### src/rtl/bpm_sequencer.sv
// Beat-interval sequencer: screens measured intervals, feeds BPM_Calculator one at a time,
// handles its result handshake and launches one UART byte per BPM result.
module bpm_sequencer #(
    parameter int WIDTH   = 6,
    parameter int MIN_INT = 10,
    parameter int MAX_INT = 63,
    parameter int TIMEOUT = 16
) (
    input  logic             clk,
    input  logic             rst,
    input  logic             enable,
    input  logic [WIDTH-1:0] interval_count,
    input  logic             interval_valid,
    output logic             calc_en,
    output logic [WIDTH-1:0] calc_interval,
    output logic             calc_valid,
    input  logic [7:0]       calc_bpm,
    input  logic             calc_bpm_valid,
    output logic             calc_bpm_copied,
    output logic [7:0]       tx_data,
    output logic             tx_start,
    input  logic             tx_busy,
    input  logic             tx_done,
    output logic [7:0]       bpm_latest,
    output logic             busy,
    output logic [7:0]       drop_count,
    output logic [7:0]       reject_count,
    output logic             err_timeout
);

    localparam logic [2:0] S_IDLE      = 3'd0;
    localparam logic [2:0] S_ISSUE     = 3'd1;
    localparam logic [2:0] S_WAIT_CALC = 3'd2;
    localparam logic [2:0] S_COPY      = 3'd3;
    localparam logic [2:0] S_TX_REQ    = 3'd4;
    localparam logic [2:0] S_TX_WAIT   = 3'd5;

    localparam int CW = $clog2(TIMEOUT + 1);
    localparam logic [CW-1:0]    CNT_LAST = CW'(TIMEOUT - 1);
    localparam logic [WIDTH-1:0] MIN_V    = WIDTH'(MIN_INT);
    localparam logic [WIDTH-1:0] MAX_V    = WIDTH'(MAX_INT);

    logic [2:0]       state_reg, state_next;
    logic [CW-1:0]    cnt_reg, cnt_next;
    logic             pend_full_reg, pend_full_next;
    logic [WIDTH-1:0] pend_val_reg, pend_val_next;
    logic [WIDTH-1:0] calc_interval_reg, calc_interval_next;
    logic [7:0]       tx_data_reg, tx_data_next;
    logic [7:0]       bpm_latest_reg, bpm_latest_next;
    logic [7:0]       drop_reg, drop_next;
    logic [7:0]       reject_reg, reject_next;
    logic             err_reg, err_next;

    logic in_range, accept, reject, drop_inc;

    assign in_range = (interval_count >= MIN_V) && (interval_count <= MAX_V);
    assign accept   = interval_valid && enable && in_range;
    assign reject   = interval_valid && enable && !in_range;

    always_comb begin
        state_next         = state_reg;
        cnt_next           = cnt_reg;
        pend_full_next     = pend_full_reg;
        pend_val_next      = pend_val_reg;
        calc_interval_next = calc_interval_reg;
        tx_data_next       = tx_data_reg;
        bpm_latest_next    = bpm_latest_reg;
        err_next           = err_reg;
        drop_inc           = 1'b0;

        // Intake: in IDLE a fresh interval pre-empts any pending one; elsewhere it
        // lands in the one-deep buffer, newest overwriting oldest.
        if (state_reg == S_IDLE) begin
            if (accept) begin
                calc_interval_next = interval_count;
                state_next         = S_ISSUE;
                if (pend_full_reg) begin
                    pend_full_next = 1'b0;
                    drop_inc       = 1'b1;
                end
            end else if (pend_full_reg && enable) begin
                calc_interval_next = pend_val_reg;
                pend_full_next     = 1'b0;
                state_next         = S_ISSUE;
            end
        end else if (accept) begin
            pend_val_next  = interval_count;
            pend_full_next = 1'b1;
            drop_inc       = pend_full_reg;
        end

        case (state_reg)
            S_ISSUE: begin
                cnt_next   = '0;
                state_next = S_WAIT_CALC;
            end
            S_WAIT_CALC: begin
                if (calc_bpm_valid) begin
                    tx_data_next    = calc_bpm;
                    bpm_latest_next = calc_bpm;
                    state_next      = S_COPY;
                end else if (cnt_reg == CNT_LAST) begin
                    err_next   = 1'b1;
                    state_next = S_IDLE;
                end else begin
                    cnt_next = cnt_reg + 1'b1;
                end
            end
            S_COPY:    state_next = S_TX_REQ;
            S_TX_REQ:  if (!tx_busy) state_next = S_TX_WAIT;
            S_TX_WAIT: if (tx_done) state_next = S_IDLE;
            default:   ;
        endcase

        drop_next   = (drop_inc && drop_reg != 8'hFF) ? drop_reg + 8'd1 : drop_reg;
        reject_next = (reject && reject_reg != 8'hFF) ? reject_reg + 8'd1 : reject_reg;
    end

    always_ff @(posedge clk) begin
        if (rst) begin
            state_reg         <= S_IDLE;
            cnt_reg           <= '0;
            pend_full_reg     <= 1'b0;
            pend_val_reg      <= '0;
            calc_interval_reg <= '0;
            tx_data_reg       <= 8'd0;
            bpm_latest_reg    <= 8'd0;
            drop_reg          <= 8'd0;
            reject_reg        <= 8'd0;
            err_reg           <= 1'b0;
        end else begin
            state_reg         <= state_next;
            cnt_reg           <= cnt_next;
            pend_full_reg     <= pend_full_next;
            pend_val_reg      <= pend_val_next;
            calc_interval_reg <= calc_interval_next;
            tx_data_reg       <= tx_data_next;
            bpm_latest_reg    <= bpm_latest_next;
            drop_reg          <= drop_next;
            reject_reg        <= reject_next;
            err_reg           <= err_next;
        end
    end

    assign calc_en         = (state_reg == S_ISSUE) || (state_reg == S_WAIT_CALC) ||
                             (state_reg == S_COPY);
    assign calc_valid      = (state_reg == S_ISSUE);
    assign calc_bpm_copied = (state_reg == S_COPY);
    // Launch falls in the first TX_REQ cycle the UART is free; the FSM leaves on that edge.
    assign tx_start        = (state_reg == S_TX_REQ) && !tx_busy;
    assign busy            = (state_reg != S_IDLE);
    assign calc_interval   = calc_interval_reg;
    assign tx_data         = tx_data_reg;
    assign bpm_latest      = bpm_latest_reg;
    assign drop_count      = drop_reg;
    assign reject_count    = reject_reg;
    assign err_timeout     = err_reg;

endmodule

### config.mk
export PLATFORM = sky130hd
export DESIGN_NAME = bpm_sequencer
export DESIGN_NICKNAME = d
export VERILOG_FILES = /design/src/rtl/bpm_sequencer.sv
export SDC_FILE = /design/constraint.sdc
export NUM_CORES = 1
export LEC_CHECK = 0
export ABC_AREA = 1
export CORE_ASPECT_RATIO = 0.75
export CORE_MARGIN = 2
export CORE_UTILIZATION = 51
export DETAILED_ROUTE_END_ITERATION = 8
export PLACE_DENSITY = 0.82
export REMOVE_ABC_BUFFERS = 1
export SLEW_MARGIN = 20
export SYNTH_ARGS = -nofsm -noshare
export SYNTH_HDL_FRONTEND = slang
export SYNTH_SLANG_ARGS = --single-unit
export TNS_END_PERCENT = 50
### constraint.sdc
create_clock -name clk -period 2.7 [get_ports clk]
set_clock_uncertainty 0.2 [all_clocks]
set_input_delay 0.54 -clock clk [delete_from_list [all_inputs] [get_ports clk]]
set_output_delay 0.54 -clock clk [all_outputs]
set_load 0.005 [all_outputs]
# Word-level counts from Yosys, hierarchy flattened
# Index checks and enable logic that the tools add are counted.
[classes] n_bitwise=2 magnitude_cmp=2 mux=21 reduce_logical=23 eq_ne=10 addsub=3
[ops] op="2-to-1 mux 3 bit" count=7
[ops] op="adder 8 x 1 -> 8 bit (second input constant)" count=2
[ops] op="inequality test 8 bit (second input constant)" count=2
[ops] op="one-hot mux 3 bit (5 select lines)" count=1
[ops] op="2-to-1 mux 6 bit" count=2
[ops] op="2-to-1 mux 5 bit" count=2
[ops] op="one-hot mux 5 bit (2 select lines)" count=1
[ops] op="logical AND 1 bit" count=8
[ops] op="2-to-1 mux 1 bit" count=8
[ops] op="AND reduction 2 bit" count=4
[ops] op="equality test 3 x 2 -> 1 bit (second input constant)" count=2
[ops] op="equality test 3 bit (second input constant)" count=2
[ops] op="greater-or-equal comparator 6 x 4 -> 1 bit (second input constant)" count=1
[ops] op="less-or-equal comparator 6 bit (second input constant)" count=1
[ops] op="AND reduction 3 bit" count=2
[ops] op="nonzero test 2 bit" count=3
[ops] op="adder 5 x 1 -> 5 bit (second input constant)" count=1
[ops] op="equality test 5 x 4 -> 1 bit (second input constant)" count=1
[ops] op="inequality test 2 bit (second input constant)" count=2
[ops] op="equality test 3 x 1 -> 1 bit (second input constant)" count=1
[ops] op="logical NOT 3 bit" count=1
[ops] op="nonzero test 3 bit" count=1
[ops] op="logical NOT 1 bit" count=2
[ops] op="logical OR 1 bit" count=2
[ops] op="NOT 1 bit" count=2
[totals] reg_bits=46 in_bits=21

# Longest topological paths before layout
# Gate-level depths: netlist of run 1.
[depth] ltp_word=8 depth_mapped=11

# Worst setup path before layout of run 1
# No wires, ideal clock.
[synth_path] kind="in2reg" startpoint="input port interval_count[4]" endpoint="register calc_interval_reg[0], in the netlist calc_interval[0]" slack_ns=1.015 cell_stages=8 required_ns=2.384 arrival_ns=1.369 n_path_buf=0 setup_time_ns=0.116 cell_sequence="nor2_1 > nand2_4 > nand2_2 > nand2_1 > nand2_2 > inv_2 > nor2_1 > nor2_1"
[synth_between] elab_chain_len=5
[synth_rtl] item="start: declaration" line_no="12" text="input logic [WIDTH-1:0] interval_count,"
[synth_rtl] item="greater-or-equal comparator 6 x 4 -> 1 bit or less-or-equal comparator 6 bit (tied branches)" line_no="56" text="assign in_range = (interval_count >= MIN_V) && (interval_count <= MAX_V);"
[synth_rtl] item="logical AND 1 bit *" line_no="56"
[synth_rtl] item="logical AND 1 bit *" line_no="57" text="assign accept = interval_valid && enable && in_range;"
[synth_rtl] item="nonzero test 2 bit (no source line)"
[synth_rtl] item="AND reduction 2 bit (no source line)"
[synth_rtl] item="end signal: assignment" line_no="136" text="calc_interval_reg <= calc_interval_next;"
[synth_rtl] item="end: declaration" line_no="47" text="logic [WIDTH-1:0] calc_interval_reg, calc_interval_next;"
# Mark *: on every way between the ends. The rest lies on a longest branch, timed or not.
# A chain may end at the register's enable or synchronous reset.

# Final worst setup path of run 1
[layout_path] startpoint="register state_reg[1]" endpoint="output port tx_start"
[layout_between] elab_chain_len=2
[layout_rtl] item="start: declaration" line_no="43" text="logic [2:0] state_reg, state_next;"
[layout_rtl] item="start signal: assignment" line_no="132" text="state_reg <= state_next;"
[layout_rtl] item="equality test 3 bit" line_no="150" text="assign tx_start = (state_reg == S_TX_REQ) && !tx_busy;"
[layout_rtl] item="logical AND 1 bit" line_no="150"
[layout_rtl] item="end: declaration" line_no="21" text="output logic tx_start,"
# Every way passes these cells.

==> metrics.cfg, run 1 <==
[synthesis]
postSynthCellCount=323
syn-cell-area_sq_mm=0.00226
ys.flop_type=dfxtp_1
synth_cell_types=29
seq_area_frac_synth_pct=40.8
synth.avg_cell_area_sq_um=6.99
synth_edf_count=0
synth_warnings=0
synthArstFlopShare_pct=0
synth_seq_cells=46

[grt]
grt_max_degree=25
overflow=0
antenna_found_initial=0
grt_pass1_wl_microns=8400
grtUsageTotal_pct=22.3
first_global_vias=1844

[clock_network]
cts_sinks=46
holdBufCountCts=0
clock_path_buffers=2
numCtsBuffers=5
cts_setup_buffers=0
root_buffer=clkbuf_8
cts_max_level=2
clk_pin_slew_worst_paths_ps=90
cts_resized=0
insertion_delay_ps=300
cts_tree=yes

[place]
gp_routability_congestion=0.887
dp_slack_ps=330
dp_hpwl_microns=3920
place_area_sq_mm=0.00289
placement.io_buffers=64

[timing]
fin_tns_setup_ps=0
worstMarginPinSlew_ps=634
setup_viol=0
drv_slew=0
rsz0062_at_grt=no
finalHoldViolCount=0
fin_crit_ps=2440
slew_headroom_pct=57.7
worst_slack_ps=261
fin_crit_sh_pct=90.3
max_freq_mhz=410

[power]
ir_worst_vdd_mv=0.545
power_uw=1640
power_density_mw_per_mm2=545
leakage_uw=0.00120

[worst_setup_path]
crit_path_end_kind=output pin
critPathTopFamily=buffers and inverters
crit_path_start=state_reg[1]
crit_buf_inv=1
cp_slowest_cell=clkdlybuf4s50_1
critPathMaxStageDelay_ps=520
arrival_ps=1700
critPathKind=flip-flop to output pin
cp_common_cell=nor2_1
crit_path_start_kind=flip-flop
cp_cell_sequence=nor2_1 > nand2_1 > nor2_1 > clkdlybuf4s50_1
required_ps=1960
cp_max_fo=8
r2r_start=cnt_reg[0]

[outcome]
status=complete, no violations

[final_layout]
area_growth_pct=33.0
design_area_sq_mm=0.00300
filler_cell_count=333
fin_nets=407
drive_above_1_share_pct=7.83
num_antenna_cells=0

[detailed_routing]
drt-total-wl_microns=5340
routedWlPerCell_microns=12.2
vias=2172
first_pass_iters=4
vias_per_cell=4.96
drtIter0Drc=96
ant_nets=0
drc=0

[floorplan]
dieArea_sq_mm=0.00498
chipHeight_microns=61.6
io_pins=65
coreArea_sq_mm=0.00415
rows=20
floorplan.initialDensity_pct=54.4
die_w_microns=80.8

[min_path]
hold_class=flip-flop to flip-flop
min-delay-start=pend_val_reg[2]

[flow_run]
cap_violations=0

## cells in the final DEF (no fill, tap or decap), drive strengths merged, types with 2 or more instances in the layout
master,n
ha,4
o21ai,28
clkdlybuf4s50,64
nand2,80
clkbuf,6
xor2,7
dfxtp,46
inv,28
a21oi,25
nor2,63
nor3,2
nand4,2
buf,3
nand3,17
## report_power, final
part           total, uW  internal (uW)  switching, uW
clock                512            276            235
combinational        365            175            191
sequential           761            723           37.9
## cell families after synthesis
kind of cell / after synthesis / share of synthesized area [%]
xor gates and xnor gates: 7 / 2.71
buffers and inverters: 44 / 9.09
AOI/OAI and AO/OA: 55 / 12.8
adders and majority gates: 4 / 2.22
and+or+nand+nor: 167 / 32.4
DFF: 46 / 40.8
## synth_stat cells, drive strengths merged, types with 3 or more instances
cell    count  area, sq um
a21oi      25          125
buf        12         85.1
clkbuf      3         11.3
dfxtp      46          921
ha          4         50.1
inv        28          105
nand2      80          325
nand3      17         85.1
nor2       63          269
o21ai      28          148
xor2        7         61.3
## worst paths after layout
kind                     end  slack, ps  cells after the start
max reg2reg       cnt_reg[0]        780                     10
min          pend_val_reg[2]        270                      2
min reg2reg  pend_val_reg[2]        270                      2
max                 tx_start        260                      4
## through the flow
step | hold WS [ps] | std cells | utilization (%)
2_1_floorplan | 235 | 308 | -
3_3_place_gp | 250 | 430 | 69.7
3_5_place_dp | 259 | 430 | 69.7
4_1_cts | 271 | 438 | 72.3
5_1_grt | 294 | 438 | 72.3
6_report | 272 | 438 | 72.3
## metal layers
layer | vias to the layer above | GRT usage (%) | share of wire, %
met5 | - | 0 | 0
met4 | 0 | 6.30 | 1.1
met3 | 7 | 6.60 | 5.1
met2 | 51 | 35.2 | 45
met1 | 975 | 30.2 | 49
li1 | 1139 | - | -
## worst register-to-register path: cells and delay by family (launching register included)
family | cells | cell delay, ps
AO/OA/AOI/OAI | 2 | 200
adder cells (fa/ha/maj) | 2 | 390
buffers and inverters | 2 | 140
flip-flops | 1 | 370
AND/OR/NAND/NOR | 4 | 560
## final cells by class
class                   count  area, sq um  share of cell area (%)
clock inverters             2         37.5                    1.25
repair buffers             67          663                    22.1
well taps                  55         68.8                    2.29
flip-flops and latches     46          921                    30.7
clock buffers               6         72.6                    2.42
multi-input cells         233         1130                    37.7
inverters                  29          109                    3.62
Note: power is estimated with default switching activity, not from simulation.
==> run 2: changes to the inputs <==
Settings changed: CTS_CLUSTER_SIZE set to 12, SLEW_MARGIN 20 to 40.
==> results of run 2 <==
No change in the layout: final DEF, timing and power equal those of run 1.
